$ cat config.mk
export PLATFORM = sky130hd
export DESIGN_NAME = regfile_access_ctrl
export DESIGN_NICKNAME = d
export VERILOG_FILES = /design/src/rtl/regfile_pkg.sv /design/src/rtl/onehot_decoder.sv /design/src/rtl/regfile_access_ctrl.sv
export SDC_FILE = /design/constraint.sdc
export NUM_CORES = 1
export LEC_CHECK = 0
export CORE_UTILIZATION = 39
export CTS_BUF_LIST = sky130_fd_sc_hd__clkbuf_4
export CTS_CLUSTER_SIZE = 24
export DETAILED_ROUTE_END_ITERATION = 7
export HOLD_SLACK_MARGIN = 0.05
export MAX_ROUTING_LAYER = met4
export PLACE_DENSITY = 0.82
export REMOVE_ABC_BUFFERS = 1
export SLEW_MARGIN = 10
export SYNTH_ARGS = -nofsm -noshare
export SYNTH_HDL_FRONTEND = slang
export SYNTH_SLANG_ARGS = --single-unit
$ cat constraint.sdc
create_clock -name clk -period 1.7 [get_ports clk]
set_clock_uncertainty 0.05 [all_clocks]
set_input_delay 0.17 -clock clk [delete_from_list [all_inputs] [get_ports clk]]
set_output_delay 0.17 -clock clk [all_outputs]
set_load 0.05 [all_outputs]
$ cat src/rtl/regfile_pkg.sv
// rtl/regfile_pkg.sv - shared types and defaults for the register-bank access controller
package regfile_pkg;

  localparam int NUM_REGS_DEFAULT = 16;

  typedef enum logic [2:0] {
    IDLE,
    ALU_RD,
    ALU_WAIT,
    ALU_WR,
    MEM_RD,
    MEM_WR
  } regfile_state_t;

  typedef enum logic {
    REQ_ALU,
    REQ_MEM
  } req_id_t;

endpackage

$ cat src/rtl/onehot_decoder.sv
// rtl/onehot_decoder.sv - index plus enable to one-hot strobe vector
module onehot_decoder #(
  parameter int ADDR_W = 4
) (
  input  logic [ADDR_W-1:0]      idx,
  input  logic                   en,
  output logic [(1<<ADDR_W)-1:0] onehot
);

  // set exactly the indexed bit when enabled, otherwise all zero
  always_comb begin
    onehot = '0;
    if (en) begin
      onehot[idx] = 1'b1;
    end
  end

endmodule

$ cat src/rtl/regfile_access_ctrl.sv
// rtl/regfile_access_ctrl.sv - arbiter and strobe sequencer for the shared register bank
module regfile_access_ctrl
  import regfile_pkg::*;
#(
  parameter int NUM_REGS = NUM_REGS_DEFAULT,
  parameter int ADDR_W   = $clog2(NUM_REGS)
) (
  input  logic                clk,
  input  logic                reset,
  input  logic                alu_req_valid,
  input  logic [ADDR_W-1:0]   alu_ra,
  input  logic [ADDR_W-1:0]   alu_rb,
  input  logic [ADDR_W-1:0]   alu_rd,
  output logic                alu_req_ready,
  output logic                alu_opnd_valid,
  input  logic                alu_res_valid,
  input  logic                mem_req_valid,
  input  logic                mem_we,
  input  logic [ADDR_W-1:0]   mem_reg,
  output logic                mem_req_ready,
  output logic                mem_done,
  output logic [NUM_REGS-1:0] load,
  output logic [NUM_REGS-1:0] out0_en,
  output logic [NUM_REGS-1:0] out1_en,
  output logic                wr_src_sel
);

  regfile_state_t    state;
  req_id_t           rr_last;
  logic [ADDR_W-1:0] rd0_idx;
  logic [ADDR_W-1:0] rd1_idx;
  logic [ADDR_W-1:0] ld_idx;
  logic              rd0_on;
  logic              rd1_on;
  logic              ld_on;
  logic              grant_alu;
  logic              grant_mem;

  // on a tie the requester that did not win last time gets the bank
  assign grant_alu = alu_req_valid && (!mem_req_valid || (rr_last == REQ_MEM));
  assign grant_mem = mem_req_valid && !grant_alu;

  // FSM: outputs are registered together with the state they belong to,
  // so every strobe is stable for a whole cycle starting at posedge
  always_ff @(posedge clk or posedge reset) begin
    if (reset) begin
      state          <= IDLE;
      rr_last        <= REQ_MEM;
      rd0_idx        <= '0;
      rd1_idx        <= '0;
      ld_idx         <= '0;
      rd0_on         <= 1'b0;
      rd1_on         <= 1'b0;
      ld_on          <= 1'b0;
      alu_req_ready  <= 1'b0;
      alu_opnd_valid <= 1'b0;
      mem_req_ready  <= 1'b0;
      mem_done       <= 1'b0;
      wr_src_sel     <= 1'b0;
    end else begin
      alu_req_ready  <= 1'b0;
      alu_opnd_valid <= 1'b0;
      mem_req_ready  <= 1'b0;
      mem_done       <= 1'b0;
      rd0_on         <= 1'b0;
      rd1_on         <= 1'b0;
      ld_on          <= 1'b0;
      wr_src_sel     <= 1'b0;
      case (state)
        IDLE: begin
          if (grant_alu) begin
            state          <= ALU_RD;
            rr_last        <= REQ_ALU;
            alu_req_ready  <= 1'b1;
            alu_opnd_valid <= 1'b1;
            rd0_idx        <= alu_ra;
            rd1_idx        <= alu_rb;
            ld_idx         <= alu_rd;
            rd0_on         <= 1'b1;
            rd1_on         <= 1'b1;
          end else if (grant_mem) begin
            rr_last       <= REQ_MEM;
            mem_req_ready <= 1'b1;
            mem_done      <= 1'b1;
            if (mem_we) begin
              state      <= MEM_WR;
              ld_idx     <= mem_reg;
              ld_on      <= 1'b1;
              wr_src_sel <= 1'b1;
            end else begin
              state   <= MEM_RD;
              rd0_idx <= mem_reg;
              rd0_on  <= 1'b1;
            end
          end
        end
        ALU_RD: begin
          state <= ALU_WAIT;
        end
        ALU_WAIT: begin
          if (alu_res_valid) begin
            state <= ALU_WR;
            ld_on <= 1'b1;
          end
        end
        ALU_WR, MEM_RD, MEM_WR: begin
          state <= IDLE;
        end
        default: begin
          state <= IDLE;
        end
      endcase
    end
  end

  onehot_decoder #(.ADDR_W(ADDR_W)) u_load_dec (
    .idx    (ld_idx),
    .en     (ld_on),
    .onehot (load)
  );

  onehot_decoder #(.ADDR_W(ADDR_W)) u_out0_dec (
    .idx    (rd0_idx),
    .en     (rd0_on),
    .onehot (out0_en)
  );

  onehot_decoder #(.ADDR_W(ADDR_W)) u_out1_dec (
    .idx    (rd1_idx),
    .en     (rd1_on),
    .onehot (out1_en)
  );

  // bus-protocol invariants: single driver per bus, no read/write overlap
  a_load_onehot0: assert property (@(posedge clk) disable iff (reset) $onehot0(load));
  a_out0_onehot0: assert property (@(posedge clk) disable iff (reset) $onehot0(out0_en));
  a_out1_onehot0: assert property (@(posedge clk) disable iff (reset) $onehot0(out1_en));
  a_load_excl:    assert property (@(posedge clk) disable iff (reset)
                                   !((|load) && ((|out0_en) || (|out1_en))));
  a_out1_alu_rd:  assert property (@(posedge clk) disable iff (reset)
                                   (|out1_en) |-> (state == ALU_RD));

endmodule
==> results of run 1 <==
-- what timing repair did --
| action | 4_1_cts |
|---|---|
| hold endpoints to repair | 0 |
| pin swaps | 2 |
| resized for setup | 47 |
| setup buffers | 3 |
| endpoints found under the setup margin | 27 |
| cloned | 0 |
-- logic make-up after synthesis --
family	synth area share [%]
muxes	3.52
xor gates and xnor gates	0.685
AOI/OAI and AO/OA	18.4
buffers and inverters	5.09
and+or+nand+nor	31.1
DFF	41.2
-- stage by stage --
step,TNS (ps),cells,worst slack [ps],hold WS [ps],area (um2)
after floorplan,-11520,138,-1070,95.8,1230
after global placement,0,267,117,439,2580
after detailed placement,0,267,20.2,465,2580
after CTS,-506,274,-77.6,193,2790
==> flow_metrics.env, run 1 <==
export IMPL_status="aborted with a tool error"
export IMPL_stop_stage="5_1_grt"
export IMPL_error="[ERROR DPL-0038] Utilization greater than 100%, impossible to legalize"
export IMPL_synth_async_reset_ratio_pct=100
export IMPL_yosysTopAreaCell="dfrtp_1"
export IMPL_synth_cell_types=27
export IMPL_synth_area_um2=1280
export IMPL_cts_made_buffers=3
export IMPL_synth_edf_count=0
export IMPL_ys_ff_latch=21
export IMPL_h_tree_depth=1
export IMPL_synth_cells=146
export IMPL_grt_worst_endpoint="out0_en[2]"
export IMPL_yosysMostFrequentCell="nor2_1"
export IMPL_syn_avg_cell_area_um2=8.76
export IMPL_routabilityCongestion=0.858
export IMPL_synth_top_area_share_pct=39.1
export IMPL_ctsHoldBuffers=0
export IMPL_rows=20
export IMPL_fp_dieH_um=59.3
export IMPL_io_pins=75
export IMPL_synth_main_ff_cell="dfrtp_1"
export IMPL_yosysSeqAreaShare_pct=41.2
export IMPL_worst_endpoint_kind="output port"
export IMPL_die_width_um=59.3
export IMPL_synth_common_cells="nor2_1, dfrtp_1, nor3_1, a2bb2oi_1, o2bb2ai_1"
export IMPL_ys_warnings_count=0
export IMPL_hpwl_mm=3.91
export IMPL_clockBufferDepth=2
export IMPL_start_util_pct=41.5
export IMPL_synth_area_leaders="dfrtp_1, nor2_1, a2bb2oi_1"
export IMPL_grt_max_degree=22
export IMPL_io_buffers=74
export IMPL_ctsRootBufferMaster="clkbuf_4"
export IMPL_clock_sinks=21
==> inputs of run 2 (changes only) <==
--- a/config.mk
+++ b/config.mk
@@ -5,13 +5,10 @@
 export SDC_FILE = /design/constraint.sdc
 export NUM_CORES = 1
 export LEC_CHECK = 0
-export CORE_UTILIZATION = 39
-export CTS_BUF_LIST = sky130_fd_sc_hd__clkbuf_4
-export CTS_CLUSTER_SIZE = 24
+export CORE_AREA = 2 2 63 65
 export DETAILED_ROUTE_END_ITERATION = 7
-export HOLD_SLACK_MARGIN = 0.05
-export MAX_ROUTING_LAYER = met4
-export PLACE_DENSITY = 0.82
+export DIE_AREA = 0 0 65 67
+export PLACE_DENSITY_LB_ADDON = 0.15
 export REMOVE_ABC_BUFFERS = 1
 export SLEW_MARGIN = 10
 export SYNTH_ARGS = -nofsm -noshare
==> run 2 against run 1 <==
Effect of this change: the flow now finishes, with violations (negative setup slack); area after synthesis unchanged; synthesized cell count did not move.
==> flow_metrics.env, run 2 <==
export IMPL_status="finished, violations left"
export IMPL_violations="negative setup slack"
export IMPL_wl_per_cell_um=17.4
export IMPL_cts_made_buffers=3
export IMPL_nNetsFinal=253
export IMPL_cp_num_cells=3
export IMPL_cap_violations=0
export IMPL_dr_wl_met2_mm=2.68
export IMPL_synth_async_reset_ratio_pct=100
export IMPL_rsz0062_at_grt="true"
export IMPL_viasPerCell=5.22
export IMPL_multi_input_area_um2=816
export IMPL_area_growth_synth_to_final_pct=120
export IMPL_syn_avg_cell_area_um2=8.76
export IMPL_h_tree_depth=1
export IMPL_clk_latency_ps=250
export IMPL_diodes=0
export IMPL_power_switching_mw=1.63
export IMPL_cp_num_buf_inv=1
export IMPL_total_power_mw=3.46
export IMPL_fin_ws_ps=-30.0
export IMPL_rows=22
export IMPL_vias=1451
export IMPL_slowest_delay_ps=470
export IMPL_met1Wirelength_mm=1.84
export IMPL_timing_final_crit_period_ps=1730
export IMPL_finalHoldViolCount=0
export IMPL_layout_commonest_cell="buf_12"
export IMPL_place_ws_ps=68.7
export IMPL_final_core_util_pct=78.0
export IMPL_totalWireLength_mm=4.84
export IMPL_overflow=0
export IMPL_ys_warnings_count=0
export IMPL_hold_ws_ps=187
export IMPL_grt_pass1_wl_mm=7.46
export IMPL_synth_cells=146
export IMPL_ctsRootBufferMaster="clkbuf_8"
export IMPL_switching_share_pct=46.9
export IMPL_drc=0
export IMPL_rrSetupSlack_ps=140
export IMPL_max_slew_margin_pct=77.1
export IMPL_place_inst=272
export IMPL_synth_area_leaders="dfrtp_1, nor2_1, a2bb2oi_1"
export IMPL_pwr_share_comb_pct=58.1
export IMPL_drive_above_1_share_pct=51.3
export IMPL_yosysSeqAreaShare_pct=41.2
export IMPL_die_area_um2=4360
export IMPL_yosysMostFrequentCell="nor2_1"
export IMPL_clock_sinks=21
export IMPL_antenna_found_initial=0
export IMPL_clkPwrFrac_pct=9.1
export IMPL_setup_viol_count_final=7
export IMPL_nFillCells=228
export IMPL_clockBufferDepth=2
export IMPL_fmax_mhz=578
export IMPL_synth_edf_count=0
export IMPL_final_max_slew_viol_count=0
export IMPL_cts_tree="built"
export IMPL_cp_start_kind="flop"
export IMPL_postPlaceCellArea_um2=2600
export IMPL_final_cell_mix="buf_12, nor2_1, clkdlybuf4s50_1, nor2_2, buf_4"
export IMPL_core_area_um2=3610
export IMPL_synth_area_um2=1280
export IMPL_critPathTopFamily="simple AND/OR/NAND/NOR gates"
export IMPL_die_width_um=65
export IMPL_grtUsageTotal_pct=22.3
export IMPL_crit_chain="or3b_4, nor3_4, buf_12"
export IMPL_dr_pass1_iters=4
export IMPL_design_area_um2=2810
export IMPL_seqPwrFrac_pct=32.8
export IMPL_crit_fanout=5
export IMPL_crit_required_ps=1480
export IMPL_synth_common_cells="nor2_1, dfrtp_1, nor3_1, a2bb2oi_1, o2bb2ai_1"
export IMPL_synth_top_area_share_pct=39.1
export IMPL_start_util_pct=35.5
export IMPL_cp_arrival_ps=1510
export IMPL_io_pins=75
export IMPL_hpwl_mm=3.65
export IMPL_worst_pin_slew_ps=341
export IMPL_yosysTopAreaCell="dfrtp_1"
export IMPL_grt_pass1_vias=1500
export IMPL_routabilityCongestion=0.817
export IMPL_intPower_mw=1.84
export IMPL_reg2reg_to="ld_idx[3]"
export IMPL_pwr_density_cell_nw_per_um2=1230
export IMPL_ys_ff_latch=21
export IMPL_drtIter0Drc=81
export IMPL_crit_path_end_kind="primary output"
export IMPL_top_layer_used="met4"
export IMPL_ir_worst_vdd_v=0.000776
export IMPL_r2r_cells=5
export IMPL_fin_setup_tns_ps=-73.8
export IMPL_period_share_pct=102
export IMPL_seq_area_um2=534
export IMPL_synth_main_ff_cell="dfrtp_1"
export IMPL_path_class="reg2out"
export IMPL_ant_nets=0
export IMPL_io_buffers=74
export IMPL_p_leak_nw=1.10
export IMPL_reg_top3="ld_idx (4), rd0_idx (4), rd1_idx (4)"
export IMPL_cpMaxStageDelayCell="or3b_4"
export IMPL_clk_pin_slew_worst_paths_ps=70
export IMPL_fp_dieH_um=67
export IMPL_synth_cell_types=27
export IMPL_hold_class="in2async"
export IMPL_layoutNonFillerInstCount=278
export IMPL_grt_max_degree=22
export IMPL_r2r_start="rr_last"
export IMPL_dr_wl_met3_um=286
[run 2: cell counts after synthesis]
Identical to the previous run, type by type.
[run 2: power by group through the flow]
stage,combinational (mW),clock [mW],sequential [mW]
2_1_floorplan,0.960,0,1.09
3_3_place_gp,1.77,0,0.989
3_5_place_dp,1.85,0,1.01
4_1_cts,1.88,0.318,1.06
5_1_grt,2.12,0.339,1.17
6_report,2.01,0.315,1.14
[run 2: layout make-up]
cell class	instances	area share (%)
Clock buffer	4	1.60
Timing Repair Buffer	88	47.7
Tap cell	48	2.14
Sequential cell	21	19.0
Multi-Input combinational cell	113	29.0
Inverter	4	0.534
[run 2: kinds of logic (layout without fill, tap and decap cells)]
family / after synthesis / count (layout) / synth area share [%]
flip-flops: 21 / 21 / 41.2
AO/OA/AOI/OAI: 28 / 28 / 18.4
XOR/XNOR: 1 / 1 / 0.685
multiplexers: 4 / 4 / 3.52
buffers and inverters: 12 / 96 / 5.09
AND/OR/NAND/NOR: 80 / 80 / 31.1
[run 2: worst reg2reg max path, cell delays in order, from the launching register on]
cell and delay, ps:
dfstp_2 550, nand2b_1 220, nand2_1 130, buf_12 160
a21boi_4 190, a2bb2oi_1 190
[run 2: worst max path at each step]
stage,to,start,slack (ps)
finish,out1_en[0],rd1_idx[3],-30
global route,out0_en[1],rd0_idx[1],-70
CTS,out0_en[14],rd0_idx[0],20
detailed placement,out1_en[0],rd1_idx[3],70
global placement,out1_en[0],rd1_idx[3],100
floorplan,out1_en[0],rd1_on,-1070
[run 2: what timing repair did]
| action | 4_1_cts | 5_1_grt |
|---|---|---|
| gates resized for setup | 17 | 28 |
| endpoints found under the hold margin | 0 | 0 |
| buffers inserted | 0 | 2 |
| hold buffers | 0 | 0 |
| pin swaps | 0 | 4 |
| setup endpoints to repair | 16 | 37 |
[run 2: per-layer routing]
layer | up-vias | GRT usage [%]
li1 | 675 | -
met1 | 712 | 24.4
met2 | 58 | 44.7
met3 | 6 | 3.72
met4 | 0 | 4.26
met5 | - | 0
(Power assumes the default switching activity.)
==> inputs of run 3 (changes only) <==
--- a/config.mk
+++ b/config.mk
@@ -5,9 +5,8 @@
 export SDC_FILE = /design/constraint.sdc
 export NUM_CORES = 1
 export LEC_CHECK = 0
-export CORE_AREA = 2 2 63 65
+export CORE_UTILIZATION = 25
 export DETAILED_ROUTE_END_ITERATION = 7
-export DIE_AREA = 0 0 65 67
 export PLACE_DENSITY_LB_ADDON = 0.15
 export REMOVE_ABC_BUFFERS = 1
 export SLEW_MARGIN = 10
==> run 3 against run 2 <==
Effect of this change: the run now ends clean; sequential share of layout area hardly changed; setup slack better by 49 ps; clock power is 1% lower; core utilization shrank 20 points; register-to-register slack better by 40 ps; via count fell by 5.5%; final area is 1.0% lower; sequential cell count stayed put; critical path depth unchanged; combinational power down 6%; power is 5.5% lower; critical endpoint unchanged.
==> flow_metrics.env, run 3 (same netlist as run 2, synthesis figures left out) <==
export IMPL_path_class="reg2out"
export IMPL_drc=0
export IMPL_core_area_um2=4820
export IMPL_final_max_slew_viol_count=0
export IMPL_setup_viol_count_final=0
export IMPL_crit_required_ps=1480
export IMPL_crit_chain="or3b_4, nor3_4, buf_12"
export IMPL_grtUsageTotal_pct=15.8
export IMPL_clk_pin_slew_worst_paths_ps=70
export IMPL_seq_area_um2=528
export IMPL_antenna_found_initial=0
export IMPL_hpwl_mm=3.41
export IMPL_place_inst=291
export IMPL_rows=25
export IMPL_period_share_pct=98.9
export IMPL_fmax_mhz=595
export IMPL_ir_worst_vdd_v=0.000765
export IMPL_nFillCells=419
export IMPL_drive_above_1_share_pct=45.4
export IMPL_start_util_pct=26.5
export IMPL_nNetsFinal=252
export IMPL_hold_ws_ps=197
export IMPL_multi_input_area_um2=785
export IMPL_ctsHoldBuffers=0
export IMPL_io_pins=75
export IMPL_clk_latency_ps=250
export IMPL_cts_made_buffers=3
export IMPL_ctsRootBufferMaster="clkbuf_8"
export IMPL_cpMaxStageDelayCell="or3b_4"
export IMPL_ant_nets=0
export IMPL_cap_violations=0
export IMPL_final_cell_mix="buf_12, nor2_1, clkdlybuf4s50_1, dfrtp_1, buf_4"
export IMPL_viasPerCell=4.63
export IMPL_overflow=0
export IMPL_hold_class="in2async"
export IMPL_layoutNonFillerInstCount=296
export IMPL_totalWireLength_mm=4.02
export IMPL_fin_setup_tns_ps=0
export IMPL_pwr_density_cell_nw_per_um2=1170
export IMPL_dr_pass1_iters=4
export IMPL_postPlaceCellArea_um2=2620
export IMPL_clock_sinks=21
export IMPL_vias=1371
export IMPL_rsz0062_at_grt="true"
export IMPL_io_buffers=74
export IMPL_cp_num_buf_inv=1
export IMPL_cts_tree="built"
export IMPL_grt_max_degree=22
export IMPL_routabilityCongestion=0.732
export IMPL_cp_arrival_ps=1460
export IMPL_clockBufferDepth=2
export IMPL_h_tree_depth=1
export IMPL_die_area_um2=5410
export IMPL_slowest_delay_ps=470
export IMPL_layout_commonest_cell="buf_12"
export IMPL_area_growth_synth_to_final_pct=118
export IMPL_grt_pass1_wl_mm=6.54
export IMPL_drtIter0Drc=39
export IMPL_timing_final_crit_period_ps=1680
export IMPL_p_leak_nw=1.09
export IMPL_finalHoldViolCount=0
export IMPL_max_slew_margin_pct=77.5
export IMPL_crit_fanout=5
export IMPL_reg_top3="ld_idx (4), rd0_idx (4), rd1_idx (4)"
export IMPL_grt_pass1_vias=1345
export IMPL_wl_per_cell_um=13.6
export IMPL_fp_dieH_um=73.5
export IMPL_worst_pin_slew_ps=335
export IMPL_cp_start_kind="flop"
export IMPL_crit_path_end_kind="primary output"
export IMPL_rrSetupSlack_ps=180
export IMPL_diodes=0
export IMPL_status="finished clean"
export IMPL_critPathTopFamily="simple AND/OR/NAND/NOR gates"
export IMPL_die_width_um=73.5
export IMPL_design_area_um2=2780
## run 3: cell count changes in the layout (fill, tap and decap cells not counted), sizes merged
| cell | before | now |
|---|---|---|
| buf | 66 | 65 |
## run 3: final timing paths
kind / start / endpoint / cells past startpoint
worst max-delay path: rd1_idx[3] / out1_en[0] / 3
min in group clk: state[2] / state[1] / 1
worst max register to register: state[1] / rd0_idx[1] / 4
max in group asynchronous: reset / rr_last / 3
worst min-delay path: reset / rd1_idx[0] / 3
worst min register to register: state[2] / state[1] / 1
## run 3: stage by stage
stage / utilization, % / worst slack [ps] / total power, mW
CTS: 56.8 / 19.6 / 3.24
finish: 57.8 / 19.2 / 3.27
detailed placement: 54.5 / 81.1 / 2.85
floorplan: - / -1070 / 2.05
global route: 57.8 / -45.0 / 3.48
global placement: 54.5 / 114 / 2.82
## run 3: worst register-to-register path, delay by kind of cell, from the launching register on
kind             cells  cell delay, ps
flip-flops           1             470
AND/OR/NAND/NOR      1             230
AO/OA/AOI/OAI        3             690
## run 3: where the power goes
group          switching [mW]  internal (mW)
Sequential              0.333          0.732
Clock                   0.145          0.166
Combinational            1.01          0.885
## run 3: repair_timing
action / 4_1_cts / 5_1_grt
endpoints found under the setup margin: 16 / 28
setup buffers: 0 / 1
gates resized for setup: 16 / 13
## run 3: metal layers
layer | share of wire [%] | vias up | global-route usage (%)
li1 | - | 679 | -
met1 | 46 | 649 | 22.4
met2 | 49 | 39 | 24.9
met3 | 4.0 | 4 | 1.78
met4 | 0.90 | 0 | 5.13
met5 | 0 | - | 0
## run 3: layout make-up
class / instances / share of cell area [%]
Multi-Input combinational cell: 113 / 28.2
Clock buffer: 4 / 1.62
Timing Repair Buffer: 87 / 47.7
Inverter: 4 / 0.539
Sequential cell: 21 / 19.0
Tap cell: 67 / 3.01
